**src/rtl/wb_periph_interconnect_pkg.sv**
```systemverilog
`default_nettype none
// ============================================================================
// Module      : wb_interconnect_pkg
// Description : Shared types, constants and slot-decode helpers for the
//               Wishbone peripheral interconnect.
// Revision    : 1.0 - initial release
// ============================================================================
package wb_interconnect_pkg;

  // Transaction FSM states.
  typedef enum logic [1:0] {
    IDLE = 2'd0,
    BUSY = 2'd1,
    RESP = 2'd2,
    ERR  = 2'd3
  } wb_state_e;

  // Read data returned on an error termination.
  localparam logic [31:0] ERR_DATA_DEFAULT = 32'hDEAD_BEEF;

  // The slot index is carried at its widest size (16 slots -> 4 bits).
  localparam int unsigned IDX_W = 4;

  // Extract the slot index field: addr[lsb +: sel_w], zero-extended to IDX_W.
  function automatic logic [IDX_W-1:0] slot_index(input logic [63:0]  addr,
                                                  input int unsigned  lsb,
                                                  input int unsigned  sel_w);
    return IDX_W'((addr >> lsb) & ((64'd1 << sel_w) - 64'd1));
  endfunction

  // A slot is usable when it exists and is marked as populated.
  function automatic logic slot_valid(input logic [IDX_W-1:0] idx,
                                      input logic [15:0]      mask,
                                      input int unsigned      nslaves);
    return (32'(idx) < nslaves) && mask[idx];
  endfunction

endpackage
`default_nettype wire

```
**src/rtl/wb_periph_interconnect_timeout.sv**
```systemverilog
`default_nettype none
// ============================================================================
// Module      : wb_timeout_counter
// Description : Watchdog cycle counter with clear/load/enable. expired_o is
//               high while the count sits on TIMEOUT_CYCLES-1; a value of 0
//               for TIMEOUT_CYCLES disables expiry.
// Revision    : 1.0 - initial release
// ============================================================================
module wb_timeout_counter #(
  parameter int unsigned TIMEOUT_CYCLES = 255,
  localparam int unsigned CNT_W = (TIMEOUT_CYCLES > 2) ? $clog2(TIMEOUT_CYCLES) : 1
) (
  input  logic             clk,
  input  logic             rst_n,
  input  logic             clear_i,
  input  logic             load_i,
  input  logic [CNT_W-1:0] load_val_i,
  input  logic             enable_i,
  output logic             expired_o
);

  localparam logic [CNT_W-1:0] LAST = CNT_W'(TIMEOUT_CYCLES - 1);

  logic [CNT_W-1:0] cnt_q, cnt_d;

  // Next count: clear has priority over load, load over increment.
  always_comb begin
    cnt_d = cnt_q;
    if (clear_i) begin
      cnt_d = '0;
    end else if (load_i) begin
      cnt_d = load_val_i;
    end else if (enable_i) begin
      cnt_d = cnt_q + CNT_W'(1);
    end
  end

  // Count register.
  always_ff @(posedge clk or negedge rst_n) begin
    if (!rst_n) begin
      cnt_q <= '0;
    end else begin
      cnt_q <= cnt_d;
    end
  end

  assign expired_o = (TIMEOUT_CYCLES != 0) && (cnt_q == LAST);

endmodule
`default_nettype wire

```
**src/rtl/wb_periph_interconnect.sv**
```systemverilog
`default_nettype none
// ============================================================================
// Module      : wb_periph_interconnect
// Description : Wishbone classic 1-master / N-slave peripheral interconnect
//               with registered transaction FSM, population mask, bus-error
//               termination of unmapped slots and a slave-ack watchdog.
// Revision    : 1.0 - initial release
// ============================================================================
module wb_periph_interconnect
  import wb_interconnect_pkg::*;
#(
  parameter int unsigned           NUM_SLAVES     = 8,
  parameter int unsigned           DATA_WIDTH     = 32,
  parameter int unsigned           ADDR_WIDTH     = 32,
  parameter int unsigned           SLOT_LSB       = 8,
  parameter logic [15:0]           SLAVE_MASK     = 16'hFFFF,
  parameter int unsigned           TIMEOUT_CYCLES = 255,
  parameter logic [DATA_WIDTH-1:0] ERR_DATA       = DATA_WIDTH'(ERR_DATA_DEFAULT)
) (
  input  logic                             clk,
  input  logic                             rst_n,
  input  logic                             cyc_i,
  input  logic                             stb_i,
  input  logic                             we_i,
  input  logic [ADDR_WIDTH-1:0]            addr_i,
  input  logic [DATA_WIDTH-1:0]            data_i,
  output logic [DATA_WIDTH-1:0]            data_o,
  output logic                             ack_o,
  output logic                             err_o,
  output logic [NUM_SLAVES-1:0]            slv_cyc_o,
  output logic [NUM_SLAVES-1:0]            slv_stb_o,
  output logic                             slv_we_o,
  output logic [ADDR_WIDTH-1:0]            slv_addr_o,
  output logic [DATA_WIDTH-1:0]            slv_data_o,
  input  logic [NUM_SLAVES-1:0]            slv_ack_i,
  input  logic [NUM_SLAVES*DATA_WIDTH-1:0] slv_data_i,
  output logic [7:0]                       err_count_o,
  output logic [ADDR_WIDTH-1:0]            last_err_addr_o
);

  localparam int unsigned SEL_W = (NUM_SLAVES > 1) ? $clog2(NUM_SLAVES) : 1;

  wb_state_e               state_q, state_d;
  logic [IDX_W-1:0]        sel_q, sel_d;
  logic [ADDR_WIDTH-1:0]   addr_q, addr_d;
  logic [ADDR_WIDTH-1:0]   last_err_q, last_err_d;
  logic [DATA_WIDTH-1:0]   wdata_q, wdata_d;
  logic [DATA_WIDTH-1:0]   rdata_q, rdata_d;
  logic                    we_q, we_d;
  logic                    ack_q, ack_d;
  logic                    err_q, err_d;
  logic [7:0]              err_cnt_q, err_cnt_d;

  logic [IDX_W-1:0]        req_idx;
  logic                    req_valid;
  logic [NUM_SLAVES-1:0]   sel_onehot;
  logic [DATA_WIDTH-1:0]   sel_rdata;
  logic                    sel_ack;
  logic                    tmo_expired;
  logic                    go_err;
  logic [ADDR_WIDTH-1:0]   go_err_addr;

  // Decode the slot of the incoming master request.
  always_comb begin
    req_idx   = slot_index(64'(addr_i), SLOT_LSB, SEL_W);
    req_valid = slot_valid(req_idx, SLAVE_MASK, NUM_SLAVES);
  end

  // One-hot select and read-data mux for the latched slot.
  always_comb begin
    sel_onehot = '0;
    sel_rdata  = '0;
    for (int k = 0; k < int'(NUM_SLAVES); k++) begin
      if (sel_q == IDX_W'(k)) begin
        sel_onehot[k] = 1'b1;
        sel_rdata     = slv_data_i[k*DATA_WIDTH +: DATA_WIDTH];
      end
    end
  end

  // Only the selected slave's ack counts.
  assign sel_ack = |(slv_ack_i & sel_onehot);

  // Watchdog runs only while waiting on a slave; it restarts from zero on entry.
  wb_timeout_counter #(
    .TIMEOUT_CYCLES (TIMEOUT_CYCLES)
  ) u_timeout (
    .clk        (clk),
    .rst_n      (rst_n),
    .clear_i    (state_q != BUSY),
    .load_i     (1'b0),
    .load_val_i ('0),
    .enable_i   (state_q == BUSY),
    .expired_o  (tmo_expired)
  );

  // Next-state and datapath logic for the transaction FSM.
  always_comb begin
    state_d     = state_q;
    sel_d       = sel_q;
    addr_d      = addr_q;
    wdata_d     = wdata_q;
    we_d        = we_q;
    rdata_d     = rdata_q;
    ack_d       = 1'b0;
    err_d       = 1'b0;
    err_cnt_d   = err_cnt_q;
    last_err_d  = last_err_q;
    go_err      = 1'b0;
    go_err_addr = addr_q;

    case (state_q)
      IDLE: begin
        if (cyc_i && stb_i) begin
          sel_d   = req_idx;
          addr_d  = addr_i;
          wdata_d = data_i;
          we_d    = we_i;
          if (req_valid) begin
            state_d = BUSY;
          end else begin
            go_err      = 1'b1;
            go_err_addr = addr_i;
          end
        end
      end
      BUSY: begin
        // Abort beats a same-cycle ack: the master has walked away.
        if (!cyc_i) begin
          state_d = IDLE;
        end else if (sel_ack) begin
          state_d = RESP;
          ack_d   = 1'b1;
          if (!we_q) begin
            rdata_d = sel_rdata;
          end
        end else if (tmo_expired) begin
          go_err = 1'b1;
        end
      end
      default: begin
        state_d = IDLE;
      end
    endcase

    // Shared error termination for unmapped slots and watchdog expiry.
    if (go_err) begin
      state_d    = ERR;
      ack_d      = 1'b1;
      err_d      = 1'b1;
      rdata_d    = ERR_DATA;
      last_err_d = go_err_addr;
      if (err_cnt_q != 8'hFF) begin
        err_cnt_d = err_cnt_q + 8'd1;
      end
    end
  end

  // FSM state register.
  always_ff @(posedge clk or negedge rst_n) begin
    if (!rst_n) begin
      state_q <= IDLE;
    end else begin
      state_q <= state_d;
    end
  end

  // Latched request, response and error-statistics registers.
  always_ff @(posedge clk or negedge rst_n) begin
    if (!rst_n) begin
      sel_q      <= '0;
      addr_q     <= '0;
      wdata_q    <= '0;
      we_q       <= 1'b0;
      rdata_q    <= '0;
      ack_q      <= 1'b0;
      err_q      <= 1'b0;
      err_cnt_q  <= '0;
      last_err_q <= '0;
    end else begin
      sel_q      <= sel_d;
      addr_q     <= addr_d;
      wdata_q    <= wdata_d;
      we_q       <= we_d;
      rdata_q    <= rdata_d;
      ack_q      <= ack_d;
      err_q      <= err_d;
      err_cnt_q  <= err_cnt_d;
      last_err_q <= last_err_d;
    end
  end

  assign slv_cyc_o       = (state_q == BUSY) ? sel_onehot : '0;
  assign slv_stb_o       = (state_q == BUSY) ? sel_onehot : '0;
  assign slv_we_o        = we_q;
  assign slv_addr_o      = addr_q;
  assign slv_data_o      = wdata_q;
  assign data_o          = rdata_q;
  assign ack_o           = ack_q;
  assign err_o           = err_q;
  assign err_count_o     = err_cnt_q;
  assign last_err_addr_o = last_err_q;

endmodule
`default_nettype wire
```
**config.mk**
```make
export PLATFORM = sky130hd
export DESIGN_NAME = wb_periph_interconnect
export DESIGN_NICKNAME = d
export VERILOG_FILES = /design/src/rtl/wb_periph_interconnect_pkg.sv /design/src/rtl/wb_periph_interconnect_timeout.sv /design/src/rtl/wb_periph_interconnect.sv
export SDC_FILE = /design/constraint.sdc
export NUM_CORES = 1
export LEC_CHECK = 0
export ABC_AREA = 0
export CORE_AREA = 3 3 191 193
export DETAILED_ROUTE_END_ITERATION = 10
export DIE_AREA = 0 0 194 196
export SLEW_MARGIN = 40
export SYNTH_ARGS = -nofsm -noshare
export SYNTH_HDL_FRONTEND = slang
export SYNTH_SLANG_ARGS = --single-unit
export TNS_END_PERCENT = 20
```
**constraint.sdc**
```tcl
create_clock -name clk -period 1.9 [get_ports clk]
set_clock_uncertainty 0.15 [all_clocks]
set_input_delay 0.19 -clock clk [delete_from_list [all_inputs] [get_ports clk]]
set_output_delay 0.19 -clock clk [all_outputs]
set_load 0.02 [all_outputs]
```
Yosys cells after proc, flatten, opt, wreduce, memory -nomap -nowiden
Memory sizes are Yosys's and may differ from the RTL's.
Index checks and enable logic that the tools add are counted.
- bitwise gates (word level): 1
- eq/ne operators: 15
- multiplexer cells: 45
- magnitude comparators: 2
- add/sub/neg operators: 2
- reductions and logical operators: 13
- operator list (kind ; count):
    32-bit two-way mux ; 16
    8-bit two-way mux ; 3
    1-bit two-way mux ; 19
    8-bit by 1-bit adder with 8-bit output (second input constant) ; 2
    3-bit equality test (second input constant) ; 4
    2-bit two-way mux ; 5
    8-bit AND ; 1
    8-bit equality test (second input constant) ; 1
    8-bit != test (second input constant) ; 1
    2-bit nonzero test ; 4
    8-bit OR reduction ; 1
    3-bit by 2-bit equality test with 1-bit output (second input constant) ; 2
    3-bit != test (second input constant) ; 2
    3-bit by 5-bit less-than comparator with 1-bit output (second input constant) ; 1
    4-bit zero test ; 1
    3-bit by 4-bit less-than comparator with 1-bit output (second input constant) ; 1
    2-bit by 1-bit != test with 1-bit output (second input constant) ; 2
    4-bit != test (second input constant) ; 1
    2-bit one-hot mux with 2 select lines ; 1
    2-bit AND reduction ; 2
    4-bit AND reduction ; 1
    3-bit by 1-bit equality test with 1-bit output (second input constant) ; 1
    3-bit AND reduction ; 1
    2-bit by 1-bit equality test with 1-bit output (second input constant) ; 1
    other kinds (3) ; 4
- flip-flop bits (word level): 152
- ROM bits: 8
- memories: 1
- logic and storage cells: 90
- input bits: 333
- output and inout port bits: 155
- memories (name ; words ; bits a word ; rd ports ; clocked after memory_dff ; wr ports ; RTL line ; RTL):
    (name not given) ; 8 ; 1 ; 1 ; 0 ; 0 ; wb_periph_interconnect_pkg.sv:35 ; return (32'(idx) < nslaves) && mask[idx];

Logic depth before layout (Yosys ltp)
Gate-level depths: netlist (run 1).
- word-level depth: 14
- gate-level depth with buffers: 9
- depth with buffers taken out: 7

Hierarchy
From an unflattened synthesis (run 1), not the netlist that was laid out.
- cell total of the unflattened synthesis: 723
- area, all modules: 8016.4 um^2
- modules (own cells, without submodules) (module ; times used ; area an instance (um^2) ; cells an instance):
    wb_periph_interconnect ; 1 ; 7543.5 ; 670
    wb_timeout_counter ; 1 ; 473.0 ; 53

Least setup slack after synthesis (run 1)
Ideal clock, no wire load.
- path kind: flip-flop to output port
- start point: register, netlist name slv_addr_o[8]
- end point: output slv_stb_o[0]
- path slack: -0.407 ns
- data arrival time: 1.967 ns
- buffers on the path: 5
- cell stages (with the launch flop): 7
- required time: 1.560 ns
- path through: dfrtp_1 -> buf_2 -> buf_2 -> buf_4 -> buf_2 -> nor3_1 -> buf_4
- RTL lines (item ; RTL line ; RTL):
    end, declared ; wb_periph_interconnect.sv:31 ; output logic [NUM_SLAVES-1:0] slv_stb_o,

==> reports/qor.csv, run 1 <==
metric;value;unit
run_status;complete, but fails checks;
failed_checks;negative setup slack;
finish.utilization;0.419;
setup_violating_endpoint_count_in_the_final_report;86;
rsz0062_at_grt;yes;
grt_remaining_overflow;0;
share_of_flip_flops_with_an_asynchronous_set_or_reset;1.00;
max-cap-violations;0;
synth_area_leader_cell;sky130_fd_sc_hd__dfrtp_1;
timing.hold.worst.class;in -> async;
end_kind;register;
clkSlewWorstSetupHoldPaths;0.07;ns
ff2ff_path_depth;7;
startpoint_class_of_the_critical_path;register;
synth.ff_latch_count;149;
remaining_antenna_violation_count;0;
first_global_vias;7607;
final.setup.worst_slack;-0.334;ns
synth.distinct_cells;45;
clock_insertion_delay_at_the_later_pin_of_the_skew_report;0.42;ns
design.die.area;38000;µm²
final_nets;1421;
synth_fp_nets;884;
final_min_period;2.23;ns
finalSetupTns;-20.57;ns
required;2.05;ns
vias;6969;
synthesis_warnings;0;
grt.total_usage;0.169;
place_worst_setup_slack;-0.442;ns
areaGrowthSynthToFinish;87.8;%
pin_count;488;
top_library_cells_by_usage_in_the_layout_fill_and_taps_aside;sky130_fd_sc_hd__clkdlybuf4s50_1, sky130_fd_sc_hd__dfrtp_1, sky130_fd_sc_hd__mux2_2;
slew-limit-headroom;0.658;
floorplan.initialDensity;0.223;
netlist_area;7740;µm²
maxClockFrequency;448;MHz
dpl.hpwl;26.6;mm
initial_antenna_violation_count;3;
synth_area_leaders;sky130_fd_sc_hd__dfrtp_1, sky130_fd_sc_hd__mux2_2, sky130_fd_sc_hd__mux4_2;
tightest_slew;0.513;ns
power_leakage;6.03;nW
min_period_over_period;1.18;
drive_gt1_frac;0.282;
die_x;194;µm
regToRegStartpoint;slv_addr_o[8];
io_buffer_count;487;
synth-main-ff-cell;sky130_fd_sc_hd__dfrtp_1;
floorplan.core_area;34700;µm²
htree_depth;4;
detail_route.vias_per_cell;4.48;
vertical_die_dimension;196;µm
worst-r2r-setup-slack;-0.33;ns
fp-row-count;68;
worst_ep_arrival_time;2.38;ns
cellPowerDensity;1070;nW/µm²
synth_enable_flop_cells;0;
critical_path.startpoint;slv_addr_o[8];
mostFrequentLayoutCell;sky130_fd_sc_hd__clkdlybuf4s50_1;
drt_pre_antenna_iters;4;
yosys.area.top_type_share;0.481;
worst_r2r_endpoint;data_o[2];
totalPowerFinal;15.6;mW
drt-total-wl;32.9;mm
drc;0;
vdd_drop_max;0.000685;V
routability_cong;0.877;
cts_sinks;149;
critical_path_peak_fanout;31;
first_pass_grt_wire_length;49.4;mm
final_hold_viols;0;
cts.path.max_buffers;2;
synth_area_per_cell;14.1;µm²
clock_tree_from_tritoncts;built;
endpoint;data_o[2];
synth_seq_area_share;0.481;
hold-worst-slack;0.130;ns
route.detailed.wl_per_inst;21.1;µm
netlist_instances;548;
numCtsBuffers;17;
grt_max_degree;51;
clockRootBuffer;sky130_fd_sc_hd__clkbuf_16;
drv_slew;0;
initialDrtViolationCount;195;
crit_path_class;reg -> reg;
through the flow:
step | instance area [µm²] | std cells
detailed placement | 13700 | 1517
floorplan | 7860 | 548
global route | 14500 | 1554
finish | 14500 | 1557
global placement | 13700 | 1517
CTS | 14400 | 1552
registers in the layout, summed over array words and instances (netlist names):
signal and count:
ack_o 1, data_o 32, err_count_o 8, err_o 1
last_err_addr_o 32, slv_addr_o 32, slv_data_o 32, slv_we_o 1
state_q 2, u_timeout.cnt_q 8
worst min-delay path by stage:
stage / end / slack, ns / cells past startpoint
6_report: slv_addr_o[28] / 0.13 / 2
4_1_cts: slv_addr_o[27] / 0.12 / 2
5_1_grt: slv_addr_o[19] / 0.16 / 2
2_1_floorplan: ack_o / -0.26 / 0
3_3_place_gp: slv_addr_o[19] / 0.02 / 1
3_5_place_dp: slv_addr_o[27] / 0.02 / 1
routing by layer:
| metal | vias to the layer above | track usage | routed length, µm |
|---|---|---|---|
| met2 | 305 | 0.273 | 15700 |
| met4 | 2 | 0.0394 | 475 |
| li1 | 3179 | - | - |
| met3 | 25 | 0.0610 | 2700 |
| met5 | - | 0 | 13 |
| met1 | 3458 | 0.217 | 14000 |
kinds of logic (layout without fill, tap and decap cells):
| family | after synthesis | after routing | synth area share |
|---|---|---|---|
| AND/OR/NAND/NOR | 58 | 58 | 0.0425 |
| other | 0 | 4 | 0 |
| flip-flops | 149 | 149 | 0.481 |
| multiplexers | 198 | 198 | 0.349 |
| AO/OA/AOI/OAI | 69 | 69 | 0.0696 |
| adder cells (fa/ha/maj) | 3 | 3 | 0.00485 |
| buffers and inverters | 61 | 611 | 0.0409 |
| XOR/XNOR | 10 | 10 | 0.0113 |
power by group:
group	internal (mW)	switching [mW]
combinational	3.97	3.27
clock	2.36	1.46
sequential	3.97	0.552
total	10.3	5.28
repair_timing:
item                                    in CTS  in global routing
buffers inserted                             2                  1
resized for setup                           60                 47
endpoints found under the setup margin      94                154
cloned                                       0                  0
pin swaps                                    3                  3
hold buffers                                 1                  0
hold endpoints to repair                   120                  0
layout make-up:
| cell class | instances | area (µm²) |
|---|---|---|
| multi-input combinational | 338 | 3840 |
| sequential | 149 | 3730 |
| clock inverter | 13 | 220 |
| fill | 3302 | 20200 |
| timing repair buffer | 568 | 5690 |
| tap | 455 | 569 |
| inverter | 11 | 41.3 |
| clock buffer | 19 | 433 |
| antenna | 4 | 10.0 |
Yosys cell counts (3+ instances only):
master and number:
sky130_fd_sc_hd__a21oi_1 4, sky130_fd_sc_hd__mux2_2 108, sky130_fd_sc_hd__ha_1 3, sky130_fd_sc_hd__and3_1 6, sky130_fd_sc_hd__buf_2 16, sky130_fd_sc_hd__o21ai_0 11
sky130_fd_sc_hd__xor2_1 4, sky130_fd_sc_hd__buf_1 4, sky130_fd_sc_hd__buf_4 14, sky130_fd_sc_hd__o221ai_1 16, sky130_fd_sc_hd__inv_1 10, sky130_fd_sc_hd__mux2i_1 43
sky130_fd_sc_hd__o211ai_1 7, sky130_fd_sc_hd__a2bb2oi_1 23, sky130_fd_sc_hd__nand2b_1 5, sky130_fd_sc_hd__mux4_2 47, sky130_fd_sc_hd__xnor2_1 6, sky130_fd_sc_hd__nor3_1 4
sky130_fd_sc_hd__dfrtp_1 149, sky130_fd_sc_hd__nor2_1 15, sky130_fd_sc_hd__clkbuf_1 14, sky130_fd_sc_hd__nand3_1 11
worst max-delay path: stages, from the launching register on:
cell and delay [ns]:
sky130_fd_sc_hd__dfrtp_4 0.56, sky130_fd_sc_hd__mux2i_2 0.27, sky130_fd_sc_hd__o22ai_2 0.17, sky130_fd_sc_hd__buf_4 0.17, sky130_fd_sc_hd__o21ba_4 0.22, sky130_fd_sc_hd__or2_4 0.23
sky130_fd_sc_hd__buf_12 0.16, sky130_fd_sc_hd__a2bb2oi_1 0.15
Power figures use the tool's default switching activity.
==> run 2, diff against run 1 <==
--- a/config.mk
+++ b/config.mk
@@ -9,6 +9,7 @@
 export CORE_AREA = 3 3 191 193
 export DETAILED_ROUTE_END_ITERATION = 10
 export DIE_AREA = 0 0 194 196
+export PLACE_DENSITY_LB_ADDON = 0.08
 export SLEW_MARGIN = 40
 export SYNTH_ARGS = -nofsm -noshare
 export SYNTH_HDL_FRONTEND = slang
==> run 2 against run 1 <==
Against the previous run: the run still ends with negative setup slack left; cell count is 0.71% lower; sequential power hardly changed; setup slack better by 0.016 ns; first-iteration DRC count is 10% lower; worst hold slack worse by 0.066 ns; critical path type unchanged; largest power group unchanged.
==> reports/qor.csv, run 2 (synthesis gave the netlist of run 1 again) <==
metric;value;unit;change
slew-limit-headroom;0.751;;+0.0926
first_pass_grt_wire_length;51.1;mm;+3.4%
clkSlewWorstSetupHoldPaths;0.07;ns;about the same
initial_antenna_violation_count;2;;-1
vdd_drop_max;0.000430;V;-37%
instances_no_fill;1546;;-0.71%
max-cap-violations;0;;unchanged
worst_r2r_endpoint;data_o[30];;
final_hold_viols;0;;unchanged
io_buffer_count;487;;unchanged
final_min_period;2.22;ns;-0.0162 ns
tightest_slew;0.374;ns;-0.139 ns
fp-row-count;68;;unchanged
rsz0062_at_grt;yes;;
vertical_die_dimension;196;µm;unchanged
endpoint;data_o[30];;
route.detailed.wl_per_inst;22.5;µm;+6.5%
drc;0;;unchanged
floorplan.core_area;34700;µm²;unchanged
crit_path_class;reg -> reg;;
detail_route.vias_per_cell;4.48;;about the same
vias;6926;;-0.62%
initialDrtViolationCount;175;;-10%
final_nets;1411;;-0.70%
first_global_vias;7545;;-0.82%
startpoint_class_of_the_critical_path;register;;
grt_max_degree;69;;+35%
dpl.hpwl;27.2;mm;+2.1%
remaining_antenna_violation_count;0;;unchanged
regToRegStartpoint;slv_addr_o[8];;
required;2.06;ns;about the same
grt.total_usage;0.178;;+0.00892
min_period_over_period;1.17;;-0.00854
numCtsBuffers;17;;unchanged
areaGrowthSynthToFinish;87.6;%;about the same
power_leakage;6.02;nW;-0.16%
routability_cong;0.792;;-9.7%
clockRootBuffer;sky130_fd_sc_hd__clkbuf_16;;
end_kind;register;;
clock_tree_from_tritoncts;built;;
mostFrequentLayoutCell;sky130_fd_sc_hd__clkdlybuf4s50_1;;
critical_path_peak_fanout;15;;-52%
worst-r2r-setup-slack;-0.32;ns;+0.02 ns
cellPowerDensity;1050;nW/µm²;-1.6%
top_library_cells_by_usage_in_the_layout_fill_and_taps_aside;sky130_fd_sc_hd__clkdlybuf4s50_1, sky130_fd_sc_hd__dfrtp_1, sky130_fd_sc_hd__mux2_2;;
setup_violating_endpoint_count_in_the_final_report;89;;+3.5%
die_x;194;µm;unchanged
design.die.area;38000;µm²;unchanged
hold-worst-slack;0.0645;ns;-0.0657 ns
timing.hold.worst.class;in -> async;;
ff2ff_path_depth;8;;+1
final.setup.worst_slack;-0.318;ns;+0.0162 ns
drt-total-wl;34.8;mm;+5.7%
worst_ep_arrival_time;2.38;ns;about the same
placedCellCount;1500;;-1.1%
run_status;complete, but fails checks;;
cts_sinks;149;;unchanged
drive_gt1_frac;0.287;;+0.00443
maxClockFrequency;451;MHz;+0.73%
finish.utilization;0.419;;about the same
htree_depth;4;;unchanged
grt_remaining_overflow;0;;unchanged
drt_pre_antenna_iters;4;;unchanged
cts.path.max_buffers;2;;unchanged
failed_checks;negative setup slack;;
critical_path.startpoint;slv_addr_o[8];;
drv_slew;0;;unchanged
clock_insertion_delay_at_the_later_pin_of_the_skew_report;0.42;ns;about the same
pin_count;488;;unchanged
floorplan.initialDensity;0.223;;unchanged
run 2: cell count changes in the layout (fill, tap and decap cells not counted), sizes merged:
cell           delta
clkbuf            +2
clkinvlp          -1
dlygate4sd2       +1
diode             -1
dlymetal6s2s      +2
clkdlybuf4s50     -4
buf               -9
clkinv            +3
bufinv            -4
run 2: stage by stage:
stage          power [mW]  setup TNS [ns]  area (µm²)  worst slack, ns
3_5_place_dp         11.7          -38.77       13600           -0.483
5_1_grt              16.2          -27.83       14500           -0.397
4_1_cts              15.4          -23.34       14300           -0.346
6_report             15.3          -20.51       14500           -0.318
2_1_floorplan        8.11           -7.16        7860           -0.166
3_3_place_gp         11.7          -38.37       13600           -0.458
run 2: cell type report:
cell class | count | area, µm²
clock inverters | 11 | 115
clock buffers | 21 | 470
flip-flops and latches | 149 | 3730
repair buffers | 558 | 5680
well taps | 455 | 569
fillers | 3382 | 20200
multi-input cells | 338 | 3910
diodes | 3 | 7.51
inverters | 11 | 41.3
run 2: how the worst min path moves through the flow:
stage / depth (start not counted) / end / slack [ns] / from
global placement: 1 / data_o[17] / -0.08 / rst_n
detailed placement: 1 / data_o[17] / -0.09 / rst_n
CTS: 2 / data_o[17] / 0.04 / rst_n
global route: 2 / data_o[17] / 0.07 / rst_n
floorplan: 0 / ack_o / -0.26 / rst_n
finish: 2 / data_o[17] / 0.06 / rst_n
run 2: timing repair:
action | 4_1_cts | 5_1_grt
setup endpoints to repair | 95 | 107
pin swaps | 4 | 0
buffers inserted | 5 | 3
resized for setup | 116 | 27
endpoints found under the hold margin | 149 | 0
cloned | 0 | 2
hold buffers | 1 | 0
run 2: critical path, stage by stage (launching register included):
cell	delay, ns
sky130_fd_sc_hd__dfrtp_4	0.55
sky130_fd_sc_hd__mux2i_4	0.22
sky130_fd_sc_hd__buf_6	0.13
sky130_fd_sc_hd__o22ai_4	0.16
sky130_fd_sc_hd__nor3_4	0.08
sky130_fd_sc_hd__buf_12	0.15
sky130_fd_sc_hd__or2_4	0.28
sky130_fd_sc_hd__clkbuf_16	0.19
sky130_fd_sc_hd__o32a_1	0.18
run 2: power breakdown:
part	total, mW	internal (mW)	switching, mW
clock network	3.42	1.94	1.48
registers	4.50	3.97	0.530
logic	7.40	4.05	3.34
run 2: layer usage:
layer	wire length, µm	vias up	track usage
li1	-	3161	-
met1	13900	3462	0.215
met2	17700	280	0.305
met3	2740	23	0.0646
met4	376	0	0.0372
met5	0	-	0
==> run 3, diff against run 2 <==
--- a/config.mk
+++ b/config.mk
@@ -10,7 +10,7 @@
 export DETAILED_ROUTE_END_ITERATION = 10
 export DIE_AREA = 0 0 194 196
 export PLACE_DENSITY_LB_ADDON = 0.08
-export SLEW_MARGIN = 40
+export SLEW_MARGIN = 10
 export SYNTH_ARGS = -nofsm -noshare
 export SYNTH_HDL_FRONTEND = slang
 export SYNTH_SLANG_ARGS = --single-unit
==> results of run 3 <==
No change in the layout: final DEF, timing and power equal those of run 2.
